## config.mk

```make
export PLATFORM = sky130hd
export DESIGN_NAME = alu_arbiter
export DESIGN_NICKNAME = d
export VERILOG_FILES = /design/src/rtl/alu_pkg.sv /design/src/rtl/alu_tag_fifo.sv /design/src/rtl/alu_arbiter.sv
export SDC_FILE = /design/constraint.sdc
export NUM_CORES = 1
export LEC_CHECK = 0
export CORE_UTILIZATION = 36
export DETAILED_ROUTE_END_ITERATION = 12
export PLACE_DENSITY = 0.9
export REMOVE_ABC_BUFFERS = 1
export SYNTH_ARGS = -nofsm -noshare
export SYNTH_HDL_FRONTEND = slang
export SYNTH_SLANG_ARGS = --single-unit
```

## constraint.sdc

```tcl
create_clock -name clk -period 2.8 [get_ports clk]
set_input_delay 0.28 -clock clk [delete_from_list [all_inputs] [get_ports clk]]
set_output_delay 0.28 -clock clk [all_outputs]
set_load 0.005 [all_outputs]
```

## src/rtl/alu_pkg.sv

```systemverilog
// ---------------------------------------------------------------------------
// alu_pkg
//   Shared definitions for the two-requester ALU arbiter: datapath and opcode
//   widths, the opcode encoding understood by the downstream ALU pipeline,
//   and the 1-bit requester-ID type carried through the tag FIFO.
// ---------------------------------------------------------------------------
package alu_pkg;

    localparam int DATA_W = 16;
    localparam int OP_W   = 3;

    typedef enum logic [OP_W-1:0] {
        OP_ADD = 3'b000,
        OP_SUB = 3'b001,
        OP_AND = 3'b010,
        OP_OR  = 3'b011,
        OP_XOR = 3'b100,
        OP_SLL = 3'b101,
        OP_SRL = 3'b110,
        OP_SLT = 3'b111
    } alu_op_e;

    typedef enum logic {
        REQ_0 = 1'b0,
        REQ_1 = 1'b1
    } req_id_e;

endpackage

```

## src/rtl/alu_tag_fifo.sv

```systemverilog
// ---------------------------------------------------------------------------
// alu_tag_fifo
//   Circular FIFO of requester IDs, one entry per operation issued to the ALU
//   and not yet returned. Head entry routes the next ALU result.
//
//   Ports
//     clk      in   clock, rising edge
//     rst      in   synchronous active-high reset (empties the FIFO)
//     push     in   write push_id at the tail (ignored when full)
//     push_id  in   requester ID of the issued operation
//     pop      in   discard head entry (ignored when empty)
//     head_id  out  requester ID at the head
//     full     out  count == DEPTH
//     empty    out  count == 0
//     count    out  number of valid entries
//
//   DEPTH must be a power of two so the pointers wrap naturally.
// ---------------------------------------------------------------------------
module alu_tag_fifo
    import alu_pkg::*;
#(
    parameter int DEPTH = 4
) (
    input  logic                     clk,
    input  logic                     rst,
    input  logic                     push,
    input  req_id_e                  push_id,
    input  logic                     pop,
    output req_id_e                  head_id,
    output logic                     full,
    output logic                     empty,
    output logic [$clog2(DEPTH):0]   count
);

    localparam int PTR_W = $clog2(DEPTH);
    localparam int CNT_W = PTR_W + 1;

    req_id_e          mem [DEPTH];
    logic [PTR_W-1:0] wr_ptr;
    logic [PTR_W-1:0] rd_ptr;
    logic             do_push;
    logic             do_pop;

    assign do_push = push && !full;
    assign do_pop  = pop && !empty;

    // NOTE: storage is deliberately not reset; count and pointers alone decide
    // which entries are valid, so stale contents are never observed.
    always_ff @(posedge clk) begin
        if (do_push) begin
            mem[wr_ptr] <= push_id;
        end
    end

    // NOTE: sequential state uses non-blocking assignments so every register
    // samples pre-edge values regardless of statement order.
    always_ff @(posedge clk) begin
        if (rst) begin
            wr_ptr <= '0;
            rd_ptr <= '0;
            count  <= '0;
        end else begin
            if (do_push) begin
                wr_ptr <= wr_ptr + 1'b1;
            end
            if (do_pop) begin
                rd_ptr <= rd_ptr + 1'b1;
            end
            // Push and pop together leave the occupancy unchanged.
            case ({do_push, do_pop})
                2'b10:   count <= count + 1'b1;
                2'b01:   count <= count - 1'b1;
                default: count <= count;
            endcase
        end
    end

    assign full    = (count == CNT_W'(DEPTH));
    assign empty   = (count == '0);
    assign head_id = mem[rd_ptr];

endmodule

```

## src/rtl/alu_arbiter.sv

```systemverilog
// ---------------------------------------------------------------------------
// alu_arbiter
//   Shares one pipelined ALU between two requesters. At most one request is
//   granted per cycle (round-robin when both are valid), the granted operands
//   are driven to the ALU issue port, and the requester ID is queued in a tag
//   FIFO. Each ALU return pops the head ID and produces a registered
//   one-cycle response pulse for that requester.
//
//   Ports
//     clk, rst                         clock; synchronous active-high reset
//     req{0,1}_valid/_a/_b/_op   in    requester operations
//     req{0,1}_ready             out   grant (combinational)
//     alu_a/_b/_op/_valid_in     out   ALU issue port (zero when idle)
//     alu_result/_zero/_negative/_overflow/_valid_out  in  ALU return port
//     rsp{0,1}_valid             out   one-cycle response pulse
//     rsp_result/_zero/_negative/_overflow  out  last captured ALU outputs
//     busy                       out   operations outstanding
//     err                        out   sticky: ALU return with no tag queued
// ---------------------------------------------------------------------------
module alu_arbiter
    import alu_pkg::*;
#(
    parameter int TAG_DEPTH = 4
) (
    input  logic              clk,
    input  logic              rst,

    input  logic              req0_valid,
    output logic              req0_ready,
    input  logic [DATA_W-1:0] req0_a,
    input  logic [DATA_W-1:0] req0_b,
    input  logic [OP_W-1:0]   req0_op,

    input  logic              req1_valid,
    output logic              req1_ready,
    input  logic [DATA_W-1:0] req1_a,
    input  logic [DATA_W-1:0] req1_b,
    input  logic [OP_W-1:0]   req1_op,

    output logic [DATA_W-1:0] alu_a,
    output logic [DATA_W-1:0] alu_b,
    output logic [OP_W-1:0]   alu_op,
    output logic              alu_valid_in,

    input  logic [DATA_W-1:0] alu_result,
    input  logic              alu_zero,
    input  logic              alu_negative,
    input  logic              alu_overflow,
    input  logic              alu_valid_out,

    output logic              rsp0_valid,
    output logic              rsp1_valid,
    output logic [DATA_W-1:0] rsp_result,
    output logic              rsp_zero,
    output logic              rsp_negative,
    output logic              rsp_overflow,

    output logic              busy,
    output logic              err
);

    localparam int CNT_W = $clog2(TAG_DEPTH) + 1;

    req_id_e           prio;
    logic              grant0;
    logic              grant1;
    req_id_e           grant_id;
    req_id_e           head_id;
    logic              fifo_full;
    logic              fifo_empty;
    logic [CNT_W-1:0]  tag_count;
    logic              resp_fire;

    // Grant and issue mux. Credit comes only from the registered count, so a
    // pop in the same cycle cannot make room for a new grant.
    // NOTE: every output of this block is given a default first so no path
    // leaves a signal unassigned and no latch is inferred.
    always_comb begin
        grant0       = 1'b0;
        grant1       = 1'b0;
        grant_id     = REQ_0;
        alu_a        = '0;
        alu_b        = '0;
        alu_op       = '0;
        alu_valid_in = 1'b0;

        if (!rst && !fifo_full) begin
            grant0 = req0_valid && (!req1_valid || prio == REQ_0);
            grant1 = req1_valid && (!req0_valid || prio == REQ_1);
        end

        if (grant0) begin
            alu_a        = req0_a;
            alu_b        = req0_b;
            alu_op       = req0_op;
            alu_valid_in = 1'b1;
        end else if (grant1) begin
            grant_id     = REQ_1;
            alu_a        = req1_a;
            alu_b        = req1_b;
            alu_op       = req1_op;
            alu_valid_in = 1'b1;
        end
    end

    assign req0_ready = grant0;
    assign req1_ready = grant1;

    alu_tag_fifo #(
        .DEPTH (TAG_DEPTH)
    ) u_tag_fifo (
        .clk     (clk),
        .rst     (rst),
        .push    (alu_valid_in),
        .push_id (grant_id),
        .pop     (alu_valid_out),
        .head_id (head_id),
        .full    (fifo_full),
        .empty   (fifo_empty),
        .count   (tag_count)
    );

    // A return is only routed when a tag is waiting; an orphan return flags err.
    assign resp_fire = alu_valid_out && !fifo_empty;

    always_ff @(posedge clk) begin
        if (rst) begin
            prio         <= REQ_0;
            err          <= 1'b0;
            rsp0_valid   <= 1'b0;
            rsp1_valid   <= 1'b0;
            rsp_result   <= '0;
            rsp_zero     <= 1'b0;
            rsp_negative <= 1'b0;
            rsp_overflow <= 1'b0;
        end else begin
            if (grant0) begin
                prio <= REQ_1;
            end else if (grant1) begin
                prio <= REQ_0;
            end

            if (alu_valid_out && fifo_empty) begin
                err <= 1'b1;
            end

            rsp0_valid <= resp_fire && (head_id == REQ_0);
            rsp1_valid <= resp_fire && (head_id == REQ_1);

            if (resp_fire) begin
                rsp_result   <= alu_result;
                rsp_zero     <= alu_zero;
                rsp_negative <= alu_negative;
                rsp_overflow <= alu_overflow;
            end
        end
    end

    assign busy = (tag_count != '0);

endmodule

```

# After elaboration in Yosys (flattened, before gate mapping)
# Memory sizes are Yosys's and may differ from the RTL's. A register that Yosys moved wholly into a read port is not among the register bits.
# Cells that the tools add are included.
totals:
  register_bits: 30
  mem_bits_rw: 4
  inputBits: 94
  output_inout_bits: 61
  wordCells: 58
  n_memories: 1
op_classes:
  addsub: 4
  n_eq_ne: 3
  muxes: 18
  bitwise: 2
  n_reduce_logical: 19
mem_list:
  columns: ["memory", "depth", "width", "rd", "rd_ports_with_merged_regs", "write_ports", "line_no", "source"]
  rows:
  - ["u_tag_fifo.mem", 4, 1, 1, 1, 1, "alu_tag_fifo.sv:38", "req_id_e mem [DEPTH];"]
op_table:
  columns: ["operator", "count"]
  rows:
  - ["2-to-1 mux 16 bit", 4]
  - ["2-to-1 mux 1 bit", 9]
  - ["logical AND 1 bit", 8]
  - ["2-to-1 mux 3 bit", 2]
  - ["one-hot mux 3 bit (2 select lines)", 1]
  - ["zero test 1 bit", 5]
  - ["adder 2 x 1 -> 2 bit (second input constant)", 2]
  - ["2-to-1 mux 2 bit", 2]
  - ["nonzero test 2 bit", 2]
  - ["adder 3 x 1 -> 3 bit (second input constant)", 1]
  - ["== test 3 bit (second input constant)", 1]
  - ["zero test 3 bit", 1]
  - ["nonzero test 3 bit", 1]
  - ["subtractor 3 x 1 -> 3 bit (second input constant)", 1]
  - ["== test 2 x 1 -> 1 bit (second input constant)", 1]
  - ["== test 2 bit (second input constant)", 1]
  - ["logical OR 1 bit", 2]
  - ["NOT 1 bit", 2]

# Logic depth before layout (Yosys ltp)
depth:
  ltp_word: 9
  depth_mapped: 9

# Hierarchy
# Synthesis repeated with hierarchy kept, for this count alone.
hier_totals:
  hier_cells: 205
  hier_area_um2: 1805.5
modules_own_cells:
  columns: ["module", "n_inst", "cells_per_inst", "area_each_um2", "seq_area_each_um2"]
  rows:
  - ["alu_arbiter", 1, 146, 1187.4, 460.4]
  - ["alu_tag_fifo", 1, 59, 618.1, 300.3]

# Worst setup path before layout
# OpenSTA, ideal clock, no wires.
synth_timing:
  path_type: "flip-flop to flip-flop"
  start: "reg u_tag_fifo.count[0]"
  end: "reg u_tag_fifo.count[2]"
  setup_time_ns: 0.071
  t_arrival_ns: 2.094
  path_slack_ns: 0.635
  stages_incl_launch_ff: 10
  cell_sequence: "dfxtp_1 -> o31ai_2 -> inv_1 -> clkbuf_1 -> ha_1 -> inv_1 -> fa_1 -> xor2_1 -> or3_1 -> a21oi_1"
synth_between:
  word_cells_on_any_way: 17
  cone_classes: "2 x add/sub; 3 x eq/ne; 5 x mux; 7 x reduce/logical"
synth_lines:
  columns: ["item", "line_no", "source"]
  rows:
  - ["start, declared", "alu_tag_fifo.sv:32", "output logic [$clog2(DEPTH):0] count"]
  - ["start signal, assigned", "alu_tag_fifo.sv:71", "2'b10: count <= count + 1'b1;"]
  - ["start signal, assigned", "alu_tag_fifo.sv:72", "2'b01: count <= count - 1'b1;"]
  - ["start signal, assigned", "alu_tag_fifo.sv:73", "default: count <= count;"]
  - ["zero test 3 bit *", "alu_tag_fifo.sv:79", "assign empty = (count == '0);"]
  - ["zero test 1 bit *", null, null]
  - ["logical AND 1 bit *", null, null]
  - ["via resp_fire", "alu_arbiter.sv:72", "logic resp_fire;"]
  - ["== test 2 x 1 -> 1 bit / == test 2 bit (equally long branches)", "alu_tag_fifo.sv:70", "case ({do_push, do_pop})"]
  - ["one-hot mux 3 bit (2 select lines) / nonzero test 2 bit (equally long branches)", null, null]
# The timed path passes the listed nets; every way through them passes the cells marked *.
# A chain may end at the register's enable or synchronous reset.

# Final worst setup path
layout_timing:
  start: "reg u_tag_fifo.count[2]"
  end: "out alu_b[3]"
layout_between:
  elab_chain_cells: 6
  word_cells_on_any_way: 7
  cone_classes: "1 x eq/ne; 4 x mux; 2 x reduce/logical"
layout_lines:
  columns: ["item", "line_no", "source"]
  rows:
  - ["== test 3 bit *", "alu_tag_fifo.sv:78", "assign full = (count == CNT_W'(DEPTH));"]
  - ["zero test 1 bit *", "alu_arbiter.sv:87", "if (!rst && !fifo_full) begin"]
  - ["logical AND 1 bit *", "alu_arbiter.sv:87", null]
  - ["2-to-1 mux 1 bit", "alu_arbiter.sv:87", null]
  - ["2-to-1 mux 16 bit", "alu_arbiter.sv:97", "end else if (grant1) begin"]
  - ["2-to-1 mux 16 bit *", "alu_arbiter.sv:92", "if (grant0) begin"]
  - ["end, declared", "alu_arbiter.sv:41", "output logic [DATA_W-1:0] alu_b,"]
# Mark *: on every way between the ends. The rest lies on a longest branch, timed or not.

==> summary.md <==
| Metric | Value |
|---|---|
| Cell area power density | `between 500 and 600 mW/mm^2` |
| Relative slew slack | `between 50 and 60%` |
| Drt total wl | `8.23 mm` |
| HPWL Detailed | `~5.9 mm` |
| Worst R2R Path Depth | `8` |
| RR Endpoint | `u_tag_fifo.count[2]` |
| Die height | `~81 um` |
| CTS Buf Count | `5` |
| Diode count | `0` |
| RSZ-0062 raised after global routing | `no` |
| TritonCTS clock tree | `done` |
| Number of enable flip-flop cells after synthesis | `4` |
| Initial Util | `between 30 and 40%` |
| Avg WL per Cell | `between 15 and 20 um` |
| R2r setup slk | `0.41 ns` |
| Slowest cell on crit path | `or3b_1` |
| Die Width | `between 80 and 90 um` |
| # hold bufs at CTS | `0` |
| CTS resizes | `0` |
| Worst setup path end | `alu_b[3]` |
| Worst slew pin tran | `approximately 0.6 ns` |
| Initial DRC count | `170` |
| CP delay by family, top | `buffers and inverters` |
| CP bufs+invs | `2` |
| Max Cap Viol | `0` |
| Crit path depth | `5` |
| Final period utilization | `between 90% and 100%` |
| Fillers | `approximately 480` |
| Max VDD drop | `around 0.00031 V` |
| Clock Latency Late Sink | `0.29 ns` |
| Kind of critical path | `reg2out` |
| Top_reg_cell synth | `dfxtp_1` |
| Max Clk Rate | `0.386 GHz` |
| Hold path startpoint | `rsp_result[9]` |
| Drt drc | `0` |
| Min Tclk post-route | `2.59 ns` |
| CTS clock-pin slew for the worst setup and hold paths | `roughly 0.070 ns` |
| Largest fanout on the critical path | `38` |
| Setup bufs post-CTS | `0` |
| Status | `complete, no violations` |
| WP data required | `2.52 ns` |
| CP Launch Type | `flip-flop` |
| YS warnings | `0` |
| Row count | `28` |
| HP Class | `reg2reg` |
| Total grt overflow | `0` |
| FF+latch count, synth | `36` |
| Final ANT Viol Nets | `0` |
| Syn Area/Cell | `7.75 um^2` |
| CP cell instances | `or3b_1 > nand2_2 > buf_4 > a21oi_1 > clkdlybuf4s50_1` |
| Design area | `between 0.003 and 0.004 mm^2` |
| Crit path from | `u_tag_fifo.count[2]` |
| Nets | `roughly 530` |
| First-pass GRT wire length | `~13 mm` |
| Setup crit end kind | `primary output` |
| Unique masters post-synth | `31` |
| Layout cells sized above 1 | `under 10%` |
| Area growth from synthesis to layout | `75.0%` |
| Drt first pass iters | `5` |
| Worst EP arrival | `between 2 and 2.5 ns` |
| Die ar. | `0.00661 mm^2` |
| Fraction of registers with async set/reset | `0%` |
| Fin util | `between 60 and 70%` |
| Sequential-to-total area share from yosys stat | `approximately a third` |
| Num ports | `155` |
| Core area | `0.00599 mm^2` |
| H-tree levels | `2` |
| Netlist Area Pre-Place | `0.00226 mm^2` |
| Vias per cell | `5.50` |
| Lkg Pwr | `about 1.3 nW` |
| I/O Buffers | `approximately 150` |
| Gp weighted congestion | `0.838` |
| Clk sinks | `36` |
| Clock root buffer | `clkbuf_8` |
| Number of global-route vias before repair | `around 2600` |
| Gate Count Post-Synth | `about 290` |
| CP peak stage delay | `~0.53 ns` |
| Initial antenna violation count | `0` |
| Area post-placement | `0.00385 mm^2` |
| Reg2reg start | `u_tag_fifo.count[2]` |
| Slew Limit Fails | `0` |
| GRT Resource Usage Total | `around 24%` |
| Routed vias | `2802` |
| Fin. Hold Viols | `0` |
| Buffer depth of the longest clock path | `2` |
| Final Skew | `roughly 0.0046 ns` |
| Pin count of the biggest net entering global routing | `39` |
| Final Setup Violations | `0` |
[cells by family (layout without fill, tap and decap cells)]
kind of cell / after synthesis / in the layout / share of synthesized area (%)
fa+ha+maj: 6 / 6 / 3.65
xor+xnor: 3 / 3 / 1.16
flops: 36 / 36 / 33.6
compound gates: 141 / 141 / 40.2
mux: 1 / 1 / 0.995
simple gates: 59 / 59 / 11.4
buf+inv: 46 / 188 / 9.01
[routing by layer]
| metal | up-vias | wire [um] | track usage [%] |
|---|---|---|---|
| met5 | - | 0 | 0 |
| met2 | 89 | 4430 | 44.5 |
| met3 | 24 | 305 | 3.71 |
| met4 | 0 | 244 | 9.82 |
| met1 | 1323 | 3250 | 27.7 |
| li1 | 1366 | - | - |
[cell usage in the layout (no fill, tap or decap), types with 2 or more instances in the layout]
master / netlist / routed
clkdlybuf4s50_1: 0 / 154
xor2_1: 2 / 2
edfxtp_1: 4 / 4
or3_1: 2 / 2
and3_1: 5 / 5
a21oi_1: 60 / 60
a211oi_1: 3 / 3
buf_4: 0 / 12
inv_2: 2 / 2
ha_1: 5 / 5
nand2_1: 38 / 38
nor3_1: 2 / 2
dfxtp_1: 32 / 32
o211ai_1: 70 / 70
clkbuf_8: 0 / 5
nand2_2: 2 / 2
nand3_1: 2 / 2
o21ai_0: 3 / 3
nor2_1: 6 / 6
inv_1: 10 / 10
[worst min-delay path by stage]
stage	slack [ns]	end	cells after the start
floorplan	0.35	rsp_negative	1
global placement	0.44	rsp_result[6]	2
detailed placement	0.45	rsp_result[9]	2
CTS	0.46	rsp_result[9]	2
global route	0.48	rsp_result[15]	2
finish	0.46	rsp_result[9]	2
[final cells by class]
| type | count | area (um^2) | area share, % |
|---|---|---|---|
| Inverter | 13 | 48.8 | 1.23 |
| Tap cell | 75 | 93.8 | 2.37 |
| Multi-Input combinational cell | 210 | 1300 | 32.8 |
| Timing Repair Buffer | 167 | 1650 | 41.7 |
| Sequential cell | 36 | 761 | 19.2 |
| Clock buffer | 6 | 72.6 | 1.83 |
| Clock inverter | 2 | 35.0 | 0.884 |
[metrics by stage]
| step | setup slack (ns) | cells | power, mW | hold WS (ns) | TNS (ns) |
|---|---|---|---|---|---|
| after floorplan | -0.0513 | 259 | 1.20 | 0.349 | -0.0513 |
| after global placement | 0.324 | 501 | 1.78 | 0.441 | 0 |
| after detailed placement | 0.246 | 501 | 1.81 | 0.447 | 0 |
| after CTS | 0.226 | 509 | 2.27 | 0.457 | 0 |
| after global routing | 0.127 | 509 | 2.39 | 0.479 | 0 |
| final | 0.208 | 509 | 2.25 | 0.456 | 0 |
[Yosys cell counts, types with 2 or more instances]
master,instances,area [um^2]
dfxtp_1,32,641
nand3_1,2,10.0
a21oi_1,60,300
edfxtp_1,4,120
inv_2,2,7.51
nand2_1,38,143
o21ai_0,3,15.0
and3_1,5,31.3
xor2_1,2,17.5
clkbuf_1,23,86.3
buf_6,3,33.8
a211oi_1,3,22.5
ha_1,5,62.6
nand2_2,2,12.5
nor2_1,6,22.5
o211ai_1,70,526
buf_2,7,35.0
nor3_1,2,10.0
inv_1,10,37.5
or3_1,2,12.5
[power by group]
| part | switching [mW] | internal (mW) |
|---|---|---|
| sequential | 0.0818 | 0.647 |
| clock | 0.185 | 0.264 |
| combinational | 0.503 | 0.574 |
| total | 0.770 | 1.48 |
[worst min-delay path, cell delays in order, from the launching register on]
cell and delay, ns:
dfxtp_1 0.31, nand2_1 0.05, a21oi_1 0.05
[sequential cells by signal (all words and copies together) (netlist names), 2 cells and up, named ones only]
name / cells
u_tag_fifo.wr_ptr: 2
u_tag_fifo.mem: 4
rsp_result: 16
u_tag_fifo.rd_ptr: 2
u_tag_fifo.count: 3
Power figures use the tool's default switching activity.
